File: src/rtl/alt_eyemon_csr_pkg.sv
// Shared register offsets, CTRL bit positions and FSM encoding for the eye-monitor CSR slave.
// No logic; latency and backpressure are properties of the modules that import it.
// Optional timeout watchdog in the importers is enabled by ALT_EYEMON_CSR_TIMEOUT_EN.
package alt_eyemon_csr_pkg;

   localparam int REG_CTRL   = 0;
   localparam int REG_CHADDR = 1;
   localparam int REG_WDADDR = 2;
   localparam int REG_DATA   = 3;

   localparam int CTRL_START_BIT    = 0;
   localparam int CTRL_RWN_BIT      = 1;
   localparam int CTRL_REMAP_BIT    = 2;
   localparam int CTRL_BUSY_BIT     = 8;
   localparam int CTRL_ADDR_ERR_BIT = 9;
   localparam int CTRL_TMO_ERR_BIT  = 10;

   localparam logic [1:0] ST_IDLE  = 2'd0;
   localparam logic [1:0] ST_ISSUE = 2'd1;
   localparam logic [1:0] ST_WAIT  = 2'd2;

endpackage

File: src/rtl/alt_eyemon_csr_regfile.sv
// CSR storage, W1C error flags and registered readback mux (read latency 1).
// No waitrequest: reads always accepted; operand writes are dropped while busy.
// timeout_err storage exists only when ALT_EYEMON_CSR_TIMEOUT_EN is defined.
module alt_eyemon_csr_regfile
   import alt_eyemon_csr_pkg::*;
#(
   parameter int SADDR_WIDTH       = 3,
   parameter int IREG_CHADDR_WIDTH = 16,
   parameter int IREG_WDADDR_WIDTH = 16,
   parameter int IREG_DATA_WIDTH   = 16
) (
   input  logic                         i_avmm_clk,
   input  logic                         i_resetn,
   input  logic [SADDR_WIDTH-1:0]       saddress,
   input  logic                         sread,
   input  logic                         swrite,
   input  logic [IREG_DATA_WIDTH-1:0]   swritedata,
   input  logic                         busy,
   input  logic                         set_addr_err,
   input  logic                         set_timeout_err,
   input  logic                         capture_vld,
   input  logic [IREG_DATA_WIDTH-1:0]   capture_dat,
   output logic [IREG_DATA_WIDTH-1:0]   readdata,
   output logic                         readdatavalid,
   output logic                         start_req,
   output logic [IREG_CHADDR_WIDTH-1:0] chaddr,
   output logic [IREG_WDADDR_WIDTH-1:0] wdaddr,
   output logic [IREG_DATA_WIDTH-1:0]   wdata,
   output logic                         rwn,
   output logic                         remap
);

   logic                       wr_ctrl;
   logic                       wr_chaddr;
   logic                       wr_wdaddr;
   logic                       wr_data;
   logic                       addr_err;
   logic                       timeout_err;
   logic [IREG_DATA_WIDTH-1:0] rdata_cap;
   logic [IREG_DATA_WIDTH-1:0] ctrl_rd;
   logic [IREG_DATA_WIDTH-1:0] rd_mux;

   assign wr_ctrl   = swrite && (saddress == SADDR_WIDTH'(REG_CTRL));
   assign wr_chaddr = swrite && (saddress == SADDR_WIDTH'(REG_CHADDR));
   assign wr_wdaddr = swrite && (saddress == SADDR_WIDTH'(REG_WDADDR));
   assign wr_data   = swrite && (saddress == SADDR_WIDTH'(REG_DATA));

   // start is only meaningful from IDLE; the FSM validates addresses
   assign start_req = wr_ctrl && swritedata[CTRL_START_BIT] && !busy;

   always_ff @(posedge i_avmm_clk or negedge i_resetn) begin
      if (!i_resetn) begin
         chaddr    <= '0;
         wdaddr    <= '0;
         wdata     <= '0;
         rwn       <= 1'b0;
         remap     <= 1'b0;
         addr_err  <= 1'b0;
         rdata_cap <= '0;
      end else begin
         if (wr_chaddr && !busy) chaddr <= IREG_CHADDR_WIDTH'(swritedata);
         if (wr_wdaddr && !busy) wdaddr <= IREG_WDADDR_WIDTH'(swritedata);
         if (wr_data && !busy)   wdata  <= swritedata;
         if (wr_ctrl && !busy) begin
            rwn   <= swritedata[CTRL_RWN_BIT];
            remap <= swritedata[CTRL_REMAP_BIT];
         end
         // a new error outranks a simultaneous clear
         if (set_addr_err)
            addr_err <= 1'b1;
         else if (wr_ctrl && swritedata[CTRL_ADDR_ERR_BIT])
            addr_err <= 1'b0;
         if (capture_vld) rdata_cap <= capture_dat;
      end
   end

`ifdef ALT_EYEMON_CSR_TIMEOUT_EN
   always_ff @(posedge i_avmm_clk or negedge i_resetn) begin
      if (!i_resetn)
         timeout_err <= 1'b0;
      else if (set_timeout_err)
         timeout_err <= 1'b1;
      else if (wr_ctrl && swritedata[CTRL_TMO_ERR_BIT])
         timeout_err <= 1'b0;
   end
`else
   logic unused_set_timeout_err;
   assign unused_set_timeout_err = set_timeout_err;
   assign timeout_err = 1'b0;
`endif

   always_comb begin
      ctrl_rd                    = '0;
      ctrl_rd[CTRL_RWN_BIT]      = rwn;
      ctrl_rd[CTRL_REMAP_BIT]    = remap;
      ctrl_rd[CTRL_BUSY_BIT]     = busy;
      ctrl_rd[CTRL_ADDR_ERR_BIT] = addr_err;
      ctrl_rd[CTRL_TMO_ERR_BIT]  = timeout_err;
   end

   always_comb begin
      rd_mux = '0;
      case (saddress)
         SADDR_WIDTH'(REG_CTRL):   rd_mux = ctrl_rd;
         SADDR_WIDTH'(REG_CHADDR): rd_mux = IREG_DATA_WIDTH'(chaddr);
         SADDR_WIDTH'(REG_WDADDR): rd_mux = IREG_DATA_WIDTH'(wdaddr);
         SADDR_WIDTH'(REG_DATA):   rd_mux = rdata_cap;
         default:                  rd_mux = '0;
      endcase
   end

   always_ff @(posedge i_avmm_clk or negedge i_resetn) begin
      if (!i_resetn) begin
         readdata      <= '0;
         readdatavalid <= 1'b0;
      end else begin
         readdatavalid <= sread;
         if (sread) readdata <= rd_mux;
      end
   end

endmodule

File: src/rtl/alt_eyemon_avmm_csr_slave.sv
// Avalon-MM CSR slave driving the eye-monitor ir interface; start-to-trigger 1 cycle, read latency 1.
// No waitrequest; busy gates operand writes. Watchdog abort enabled by ALT_EYEMON_CSR_TIMEOUT_EN.
module alt_eyemon_avmm_csr_slave
   import alt_eyemon_csr_pkg::*;
#(
   parameter int NUM_CHANNELS      = 4,
   parameter int NUM_WORDS         = 2,
   parameter int SADDR_WIDTH       = 3,
   parameter int IREG_CHADDR_WIDTH = 16,
   parameter int IREG_WDADDR_WIDTH = 16,
   parameter int IREG_DATA_WIDTH   = 16,
   parameter int TIMEOUT_CYCLES    = 1024
) (
   input  logic                         i_avmm_clk,
   input  logic                         i_resetn,
   input  logic [SADDR_WIDTH-1:0]       i_avmm_saddress,
   input  logic                         i_avmm_sread,
   input  logic                         i_avmm_swrite,
   input  logic [IREG_DATA_WIDTH-1:0]   i_avmm_swritedata,
   output logic [IREG_DATA_WIDTH-1:0]   o_avmm_sreaddata,
   output logic                         o_avmm_sreaddatavalid,
   output logic                         o_ir_trigger,
   output logic [IREG_CHADDR_WIDTH-1:0] o_ir_chaddress,
   output logic [IREG_WDADDR_WIDTH-1:0] o_ir_wdaddress,
   output logic [IREG_DATA_WIDTH-1:0]   o_ir_writedata,
   output logic                         o_ir_rwn,
   input  logic                         i_ir_done,
   input  logic [IREG_DATA_WIDTH-1:0]   i_ir_readdata,
   output logic                         o_remap,
   output logic                         o_busy
);

   localparam logic [IREG_CHADDR_WIDTH-1:0] CH_LIMIT = IREG_CHADDR_WIDTH'(NUM_CHANNELS);
   localparam logic [IREG_WDADDR_WIDTH-1:0] WD_LIMIT = IREG_WDADDR_WIDTH'(NUM_WORDS);

   logic [1:0] state;
   logic       start_req;
   logic       addr_ok;
   logic       set_addr_err;
   logic       set_timeout_err;
   logic       capture_vld;
   logic       tmo_hit;

   assign o_busy       = (state != ST_IDLE);
   assign o_ir_trigger = (state == ST_ISSUE);
   assign addr_ok      = (o_ir_chaddress < CH_LIMIT) && (o_ir_wdaddress < WD_LIMIT);
   assign set_addr_err = start_req && !addr_ok;
   assign capture_vld  = (state == ST_WAIT) && i_ir_done && o_ir_rwn;

`ifdef ALT_EYEMON_CSR_TIMEOUT_EN
   localparam int CNT_W = (TIMEOUT_CYCLES > 1) ? $clog2(TIMEOUT_CYCLES) : 1;
   logic [CNT_W-1:0] wait_cnt;

   // WAIT lasts TIMEOUT_CYCLES cycles at most; done in the final cycle still wins
   assign tmo_hit = (state == ST_WAIT) && !i_ir_done && (wait_cnt == CNT_W'(TIMEOUT_CYCLES - 1));

   always_ff @(posedge i_avmm_clk or negedge i_resetn) begin
      if (!i_resetn)
         wait_cnt <= '0;
      else if (state != ST_WAIT)
         wait_cnt <= '0;
      else
         wait_cnt <= wait_cnt + 1'b1;
   end
`else
   localparam int unused_timeout_cycles = TIMEOUT_CYCLES;
   assign tmo_hit = 1'b0;
`endif

   assign set_timeout_err = tmo_hit;

   always_ff @(posedge i_avmm_clk or negedge i_resetn) begin
      if (!i_resetn) begin
         state <= ST_IDLE;
      end else begin
         case (state)
            ST_IDLE:  if (start_req && addr_ok) state <= ST_ISSUE;
            ST_ISSUE: state <= ST_WAIT;
            ST_WAIT:  if (i_ir_done || tmo_hit) state <= ST_IDLE;
            default:  state <= ST_IDLE;
         endcase
      end
   end

   alt_eyemon_csr_regfile #(
      .SADDR_WIDTH       (SADDR_WIDTH),
      .IREG_CHADDR_WIDTH (IREG_CHADDR_WIDTH),
      .IREG_WDADDR_WIDTH (IREG_WDADDR_WIDTH),
      .IREG_DATA_WIDTH   (IREG_DATA_WIDTH)
   ) u_regfile (
      .i_avmm_clk      (i_avmm_clk),
      .i_resetn        (i_resetn),
      .saddress        (i_avmm_saddress),
      .sread           (i_avmm_sread),
      .swrite          (i_avmm_swrite),
      .swritedata      (i_avmm_swritedata),
      .busy            (o_busy),
      .set_addr_err    (set_addr_err),
      .set_timeout_err (set_timeout_err),
      .capture_vld     (capture_vld),
      .capture_dat     (i_ir_readdata),
      .readdata        (o_avmm_sreaddata),
      .readdatavalid   (o_avmm_sreaddatavalid),
      .start_req       (start_req),
      .chaddr          (o_ir_chaddress),
      .wdaddr          (o_ir_wdaddress),
      .wdata           (o_ir_writedata),
      .rwn             (o_ir_rwn),
      .remap           (o_remap)
   );

endmodule
File: config.mk
export PLATFORM = sky130hd
export DESIGN_NAME = alt_eyemon_avmm_csr_slave
export DESIGN_NICKNAME = d
export VERILOG_FILES = /design/src/rtl/alt_eyemon_csr_pkg.sv /design/src/rtl/alt_eyemon_csr_regfile.sv /design/src/rtl/alt_eyemon_avmm_csr_slave.sv
export SDC_FILE = /design/constraint.sdc
export NUM_CORES = 1
export LEC_CHECK = 0
export BUFFER_PORTS_ARGS = -buffer_cell sky130_fd_sc_hd__buf_2
export CAP_MARGIN = 40
export CORE_AREA = 3 3 90 92
export DETAILED_ROUTE_END_ITERATION = 6
export DIE_AREA = 0 0 93 95
export PLACE_DENSITY_LB_ADDON = 0.15
export SLEW_MARGIN = 10
export SYNTH_ARGS = -nofsm -noshare
export SYNTH_HDL_FRONTEND = slang
export SYNTH_SLANG_ARGS = --single-unit
File: constraint.sdc
create_clock -name i_avmm_clk -period 2.2 [get_ports i_avmm_clk]
set_input_delay 0.44 -clock i_avmm_clk [delete_from_list [all_inputs] [get_ports i_avmm_clk]]
set_output_delay 0.44 -clock i_avmm_clk [all_outputs]
set_load 0.03 [all_outputs]
Yosys cells after proc, flatten, opt, wreduce, memory -nomap -nowiden
Index checks and enable logic that the tools add are counted.

cells by class
  equal/unequal tests = 7
  reductions and logical operators = 23
  $lt $le $gt $ge = 2
  mux-type cells = 6

operator list
  kind                                                                            count
  16-bit case mux with 4 select lines                                             1
  1-bit logical AND                                                               16
  16-bit by 2-bit less-than comparator with 1-bit output (second input constant)  1
  16-bit by 3-bit less-than comparator with 1-bit output (second input constant)  1
  3-bit by 2-bit equality test with 1-bit output (second input constant)          2
  2-bit case mux with 3 select lines                                              1
  2-bit 2-to-1 mux                                                                2
  2-bit inequality test (second input constant)                                   2
  2-bit nonzero test                                                              2
  3-bit by 1-bit equality test with 1-bit output (second input constant)          1
  3-bit zero test                                                                 1
  2-bit by 1-bit equality test with 1-bit output (second input constant)          1
  2-bit equality test (second input constant)                                     1
  1-bit zero test                                                                 2
  2-bit zero test                                                                 1
  1-bit 2-to-1 mux                                                                2
  2-bit AND reduction                                                             1

storage, ports and cells
  bits in registers = 86
  bits of input ports = 40
  logic and storage cells = 48

Depth between registers and ports, before layout
  depth in word-level cells = 7
  depth in mapped cells = 5

Cells and area by module
A second synthesis with hierarchy kept.

second synthesis, totals
  cells, all modules = 262
  area, all modules = 3718.6 um^2

modules (own cells, without submodules)
  module                     instances  sequential area each (um^2)  cells an instance  area each (um^2)
  alt_eyemon_csr_regfile     1          2102.0                       241                3527.1
  alt_eyemon_avmm_csr_slave  1          50.0                         21                 191.4

Least setup slack after synthesis
No wires, ideal clock.

  path type = input-to-reg
  start = input port i_avmm_saddress[2]
  end = register u_regfile.remap
  setup slack = 0.557 ns
  data arrival time = 1.518 ns
  library setup time = 0.125 ns
  stages on the path = 3
  cells stage by stage = nor4b_4 > nor3b_1 > mux2_2

between the ends
  cells in the longest elaborated chain, start to end = 3

ends and longest elaborated chain
  element               line                             source
  from (decl)           alt_eyemon_avmm_csr_slave.sv:16  input logic [SADDR_WIDTH-1:0] i_avmm_saddress,
  3-bit zero test       alt_eyemon_csr_regfile.sv:43     assign wr_ctrl = swrite && (saddress == SADDR_WIDTH'(REG_CTRL));
  1-bit logical AND     alt_eyemon_csr_regfile.sv:43
  1-bit logical AND     alt_eyemon_csr_regfile.sv:64     if (wr_ctrl && !busy) begin
  to (signal assigned)  alt_eyemon_csr_regfile.sv:66     remap <= swritedata[CTRL_REMAP_BIT];
  to (decl)             alt_eyemon_csr_regfile.sv:30     output logic remap

Every way passes these cells.
A chain may end at the register's enable or synchronous reset.

Worst setup path in the final report
  start = register state[1]
  end = output port o_busy

between the ends
  cells in the longest elaborated chain, start to end = 1

ends and longest elaborated chain
  element                 line                             source
  from (decl)             alt_eyemon_avmm_csr_slave.sv:36  logic [1:0] state;
  from (signal assigned)  alt_eyemon_avmm_csr_slave.sv:74  state <= ST_IDLE;
  from (signal assigned)  alt_eyemon_avmm_csr_slave.sv:77  ST_IDLE: if (start_req && addr_ok) state <= ST_ISSUE;
  from (signal assigned)  alt_eyemon_avmm_csr_slave.sv:78  ST_ISSUE: state <= ST_WAIT;
  2-bit nonzero test      alt_eyemon_avmm_csr_slave.sv:44  assign o_busy = (state != ST_IDLE);
  to (decl)               alt_eyemon_avmm_csr_slave.sv:30  output logic o_busy

Every way passes these cells.

==> summary.txt <==
Clock tree
  – Clock transition at path regs: 0.08 ns
  – Number of buffers inserted to repair setup after CTS: 0
  – Clock latency on the worst-skew pair: 0.34 ns
  – Post-CTS Resized: 0
  – Clock Sink Count: 86
  – TritonCTS clock tree: yes
  – CTS Hold Bufs: 0
  – Clock tree root buffer cell: sky130_fd_sc_hd__clkbuf_8
  – H-tree Lvls: 3
  – Number of buffers created by CTS: 9
  – Clock Tree Buf Depth: 2

Synth
  – Main combinational cell family by area after synthesis: multiplexers
  – Share of synthesized cell area in and, or, nand and nor gates: 5.144%
  – Area of the mapped netlist: 0.003648 sq mm
  – Synth Area in Adders: 0%
  – Syn nets: 299
  – Predominant post-synthesis flop cell: sky130_fd_sc_hd__dfrtp_1
  – Biggest area consumer among synthesized cells: sky130_fd_sc_hd__dfrtp_1
  – Fraction of the yosys area taken by sequential cells: 58.98%
  – EDFF count, synth: 0
  – Top cells by area in the synthesized netlist: sky130_fd_sc_hd__dfrtp_1, sky130_fd_sc_hd__mux2_2, sky130_fd_sc_hd__o22ai_1
  – Mean instance size in the synthesized netlist: 14.09 sq um
  – Proportion of register bits with asynchronous set or reset after synthesis: 100.0%
  – Synth warnings: 0
  – Complex-gate fraction of the synthesized area: 5.590%
  – Number of cells produced by synthesis: 259
  – Most numerous cell in the Yosys netlist: sky130_fd_sc_hd__dfrtp_1
  – Mux share of post-synthesis cell area: 26.54%
  – Top-area cell type share of the netlist area: 58.98%
  – Commonest cells post-synth: sky130_fd_sc_hd__dfrtp_1, sky130_fd_sc_hd__mux2_2, sky130_fd_sc_hd__inv_1
  – Number of flip-flops and latches in the synthesized netlist: 86
  – Xor and xnor area share after synthesis: 0%
  – Count of different cell masters after synthesis: 25

Global route
  – Maximum number of pins on one net before global-route repair: 45
  – Initial antenna violation count: 0
  – First-pass GRT wire length: 14450 um
  – Vias in the first global route: 2632
  – Congestion Overflow GR: 0
  – Total track usage: 21.54%

Floorplanning
  – Core footprint: 0.007292 sq mm
  – Starting Density: 50.03%
  – IO Pins: 109
  – Chip Height: 95 um
  – Die outline area: 0.008835 sq mm
  – Core Rows: 31
  – Die outline width: 93 um

Routing
  – Routed wire length: 9021 um
  – Number of antenna-violating nets in the routed design: 0
  – Total via count in the routed design: 2565
  – Detailed-router iteration count before antenna repair: 4
  – DRC viols: 0
  – Average wire length per cell after detail routing: 18.95 um
  – Via/cell ratio: 5.389
  – Number of DRC markers in iteration 0: 133

STA
  – Setup repair after global routing missed its margin: no
  – Shortest clock period the worst path allows after layout: 1.777 ns
  – Final setup fails: 0
  – Share of the cycle needed by the critical path after routing: 80.75%
  – Maximum achievable frequency: 562.9 MHz
  – Worst slew slack as a fraction of its limit: 60.77%
  – Setup tns final: 0 ns
  – Layout Skew: 0.005181 ns
  – Tightest Pin Transition: 0.5885 ns
  – Fin. Hold Viols: 0
  – Setup WS post-layout: 0.4234 ns
  – Final count of pins violating max slew: 0

Power
  – Ratio of total power to cell area: 951.0 mW/mm^2
  – Share of power burned in combinational logic: 29.3%
  – Switching power: 1.549 mW
  – Leakage component of the power: 2.224 nW
  – Internal cell power: 2.733 mW
  – Worst supply voltage drop on vdd: 0.5319 mV
  – Sequential share of power: 48.2%
  – Clk pwr share: 22.5%
  – Net switching share of the total power: 36.18%

Run
  – Max-Cap Viols: 0

Place
  – Place WS: 0.2905 ns
  – Hpwl dp: 6713 um
  – RePlAce Congestion: 0.8425
  – IO Port Bufs: 108

Run status
  – Status: finished, final reports clean

Cells and area
  – Area added between synthesis and finish: 23.42%
  – Fraction of final layout cells sized beyond drive strength 1: 58.09%
  – Number of inserted diodes: 0
  – Layout Nets: 415

Setup path
  – CP Data Required Time: 1.76 ns
  – Worst reg-to-reg path cell count: 3
  – Maximum net fanout on the critical path: 5
  – Capturing element type of the critical path: primary output
  – CP Data Arrival Time: 1.34 ns
  – Startpoint-to-endpoint class of the critical path: reg2out
  – Critical Path Start Type: flip-flop

Hold path
  – Kind of path behind the tightest hold check: in2async
==> state kept, by name (all words and copies together), names as in the netlist <==
signal,cells
u_regfile.wdaddr,16
u_regfile.readdata,16
u_regfile.chaddr,16
u_regfile.addr_err,1
u_regfile.rdata_cap,16
u_regfile.remap,1
u_regfile.readdatavalid,1
state,2
u_regfile.rwn,1
u_regfile.wdata,16
==> power groups by stage <==
| stage | clock, mW | combinational, mW | sequential (mW) |
|---|---|---|---|
| 5_1_grt | 1.04 | 1.34 | 2.09 |
| 3_3_place_gp | 0 | 1.24 | 2.08 |
| 3_5_place_dp | 0 | 1.27 | 2.09 |
| 6_report | 0.964 | 1.26 | 2.06 |
| 4_1_cts | 0.990 | 1.27 | 2.06 |
| 2_1_floorplan | 0 | 0.356 | 2.51 |
==> cells in the final DEF, fill, tap and decap left out <==
cell and instances:
sky130_fd_sc_hd__nor2_1 1, sky130_fd_sc_hd__clkinv_2 2, sky130_fd_sc_hd__buf_4 10, sky130_fd_sc_hd__nand4b_1 1, sky130_fd_sc_hd__nand2_2 1, sky130_fd_sc_hd__clkbuf_8 11, sky130_fd_sc_hd__nor3_1 1, sky130_fd_sc_hd__nor2b_1 3
sky130_fd_sc_hd__dfrtp_1 86, sky130_fd_sc_hd__o41ai_1 1, sky130_fd_sc_hd__nor4b_4 1, sky130_fd_sc_hd__a22oi_1 12, sky130_fd_sc_hd__buf_2 107, sky130_fd_sc_hd__nand3_2 1, sky130_fd_sc_hd__mux4_2 4, sky130_fd_sc_hd__mux2_2 78
sky130_fd_sc_hd__nand3b_2 1, sky130_fd_sc_hd__nor3b_1 2, sky130_fd_sc_hd__nand2_1 6, sky130_fd_sc_hd__inv_1 20, sky130_fd_sc_hd__o22ai_1 16, sky130_fd_sc_hd__nand2b_1 1, sky130_fd_sc_hd__nor4_1 7, sky130_fd_sc_hd__buf_12 1
sky130_fd_sc_hd__o21ai_0 1, sky130_fd_sc_hd__or2_2 2
==> layer usage <==
metal	vias to the layer above	part of all wire, %	GRT usage (%)
met1	1284	47	31.45
met2	100	46	32.57
met4	0	1.5	7.204
li1	1168	-	-
met3	13	6.0	3.984
met5	-	0	0
==> final timing paths <==
path                               startpoint                      end  slack [ns]
max in group asynchronous            i_resetn      u_regfile.chaddr[1]        1.50
min                                  i_resetn  u_regfile.readdatavalid        0.09
min reg2reg                u_regfile.wdata[2]       u_regfile.wdata[2]        0.50
min in group i_avmm_clk     i_ir_readdata[10]  u_regfile.rdata_cap[10]        0.32
max                                  state[1]                   o_busy        0.42
max reg2reg                          state[1]            u_regfile.rwn        0.43
==> metrics by stage <==
stage	utilization (%)	std cells	cell area (sq um)	hold slack, ns	total power, mW
2_1_floorplan	-	259	3649	0.1444	2.865
3_3_place_gp	59.54	463	4342	0.4792	3.329
3_5_place_dp	59.54	463	4342	0.4788	3.354
4_1_cts	61.75	476	4503	0.1027	4.316
5_1_grt	61.75	476	4503	0.1319	4.469
6_report	61.75	476	4503	0.08786	4.282
==> critical path: stages (launching register included) <==
cell	delay, ns
sky130_fd_sc_hd__dfrtp_1	0.45
sky130_fd_sc_hd__or2_2	0.35
sky130_fd_sc_hd__buf_2	0.19
==> logic make-up after synthesis <==
kind of cell / count (synthesis)
buffers and inverters: 33
multiplexers: 82
flip-flops: 86
AO/OA/AOI/OAI: 30
AND/OR/NAND/NOR: 28
==> final cells by class <==
cell class / count / area, sq um
clock buffer: 11 / 151.4
inverter: 20 / 75.07
timing repair buffer: 118 / 630.6
sequential: 86 / 2152
tap: 99 / 123.9
clock inverter: 2 / 10.01
fill: 636 / 2789
multi-input combinational: 140 / 1360
Note: power is estimated with default switching activity, not from simulation.
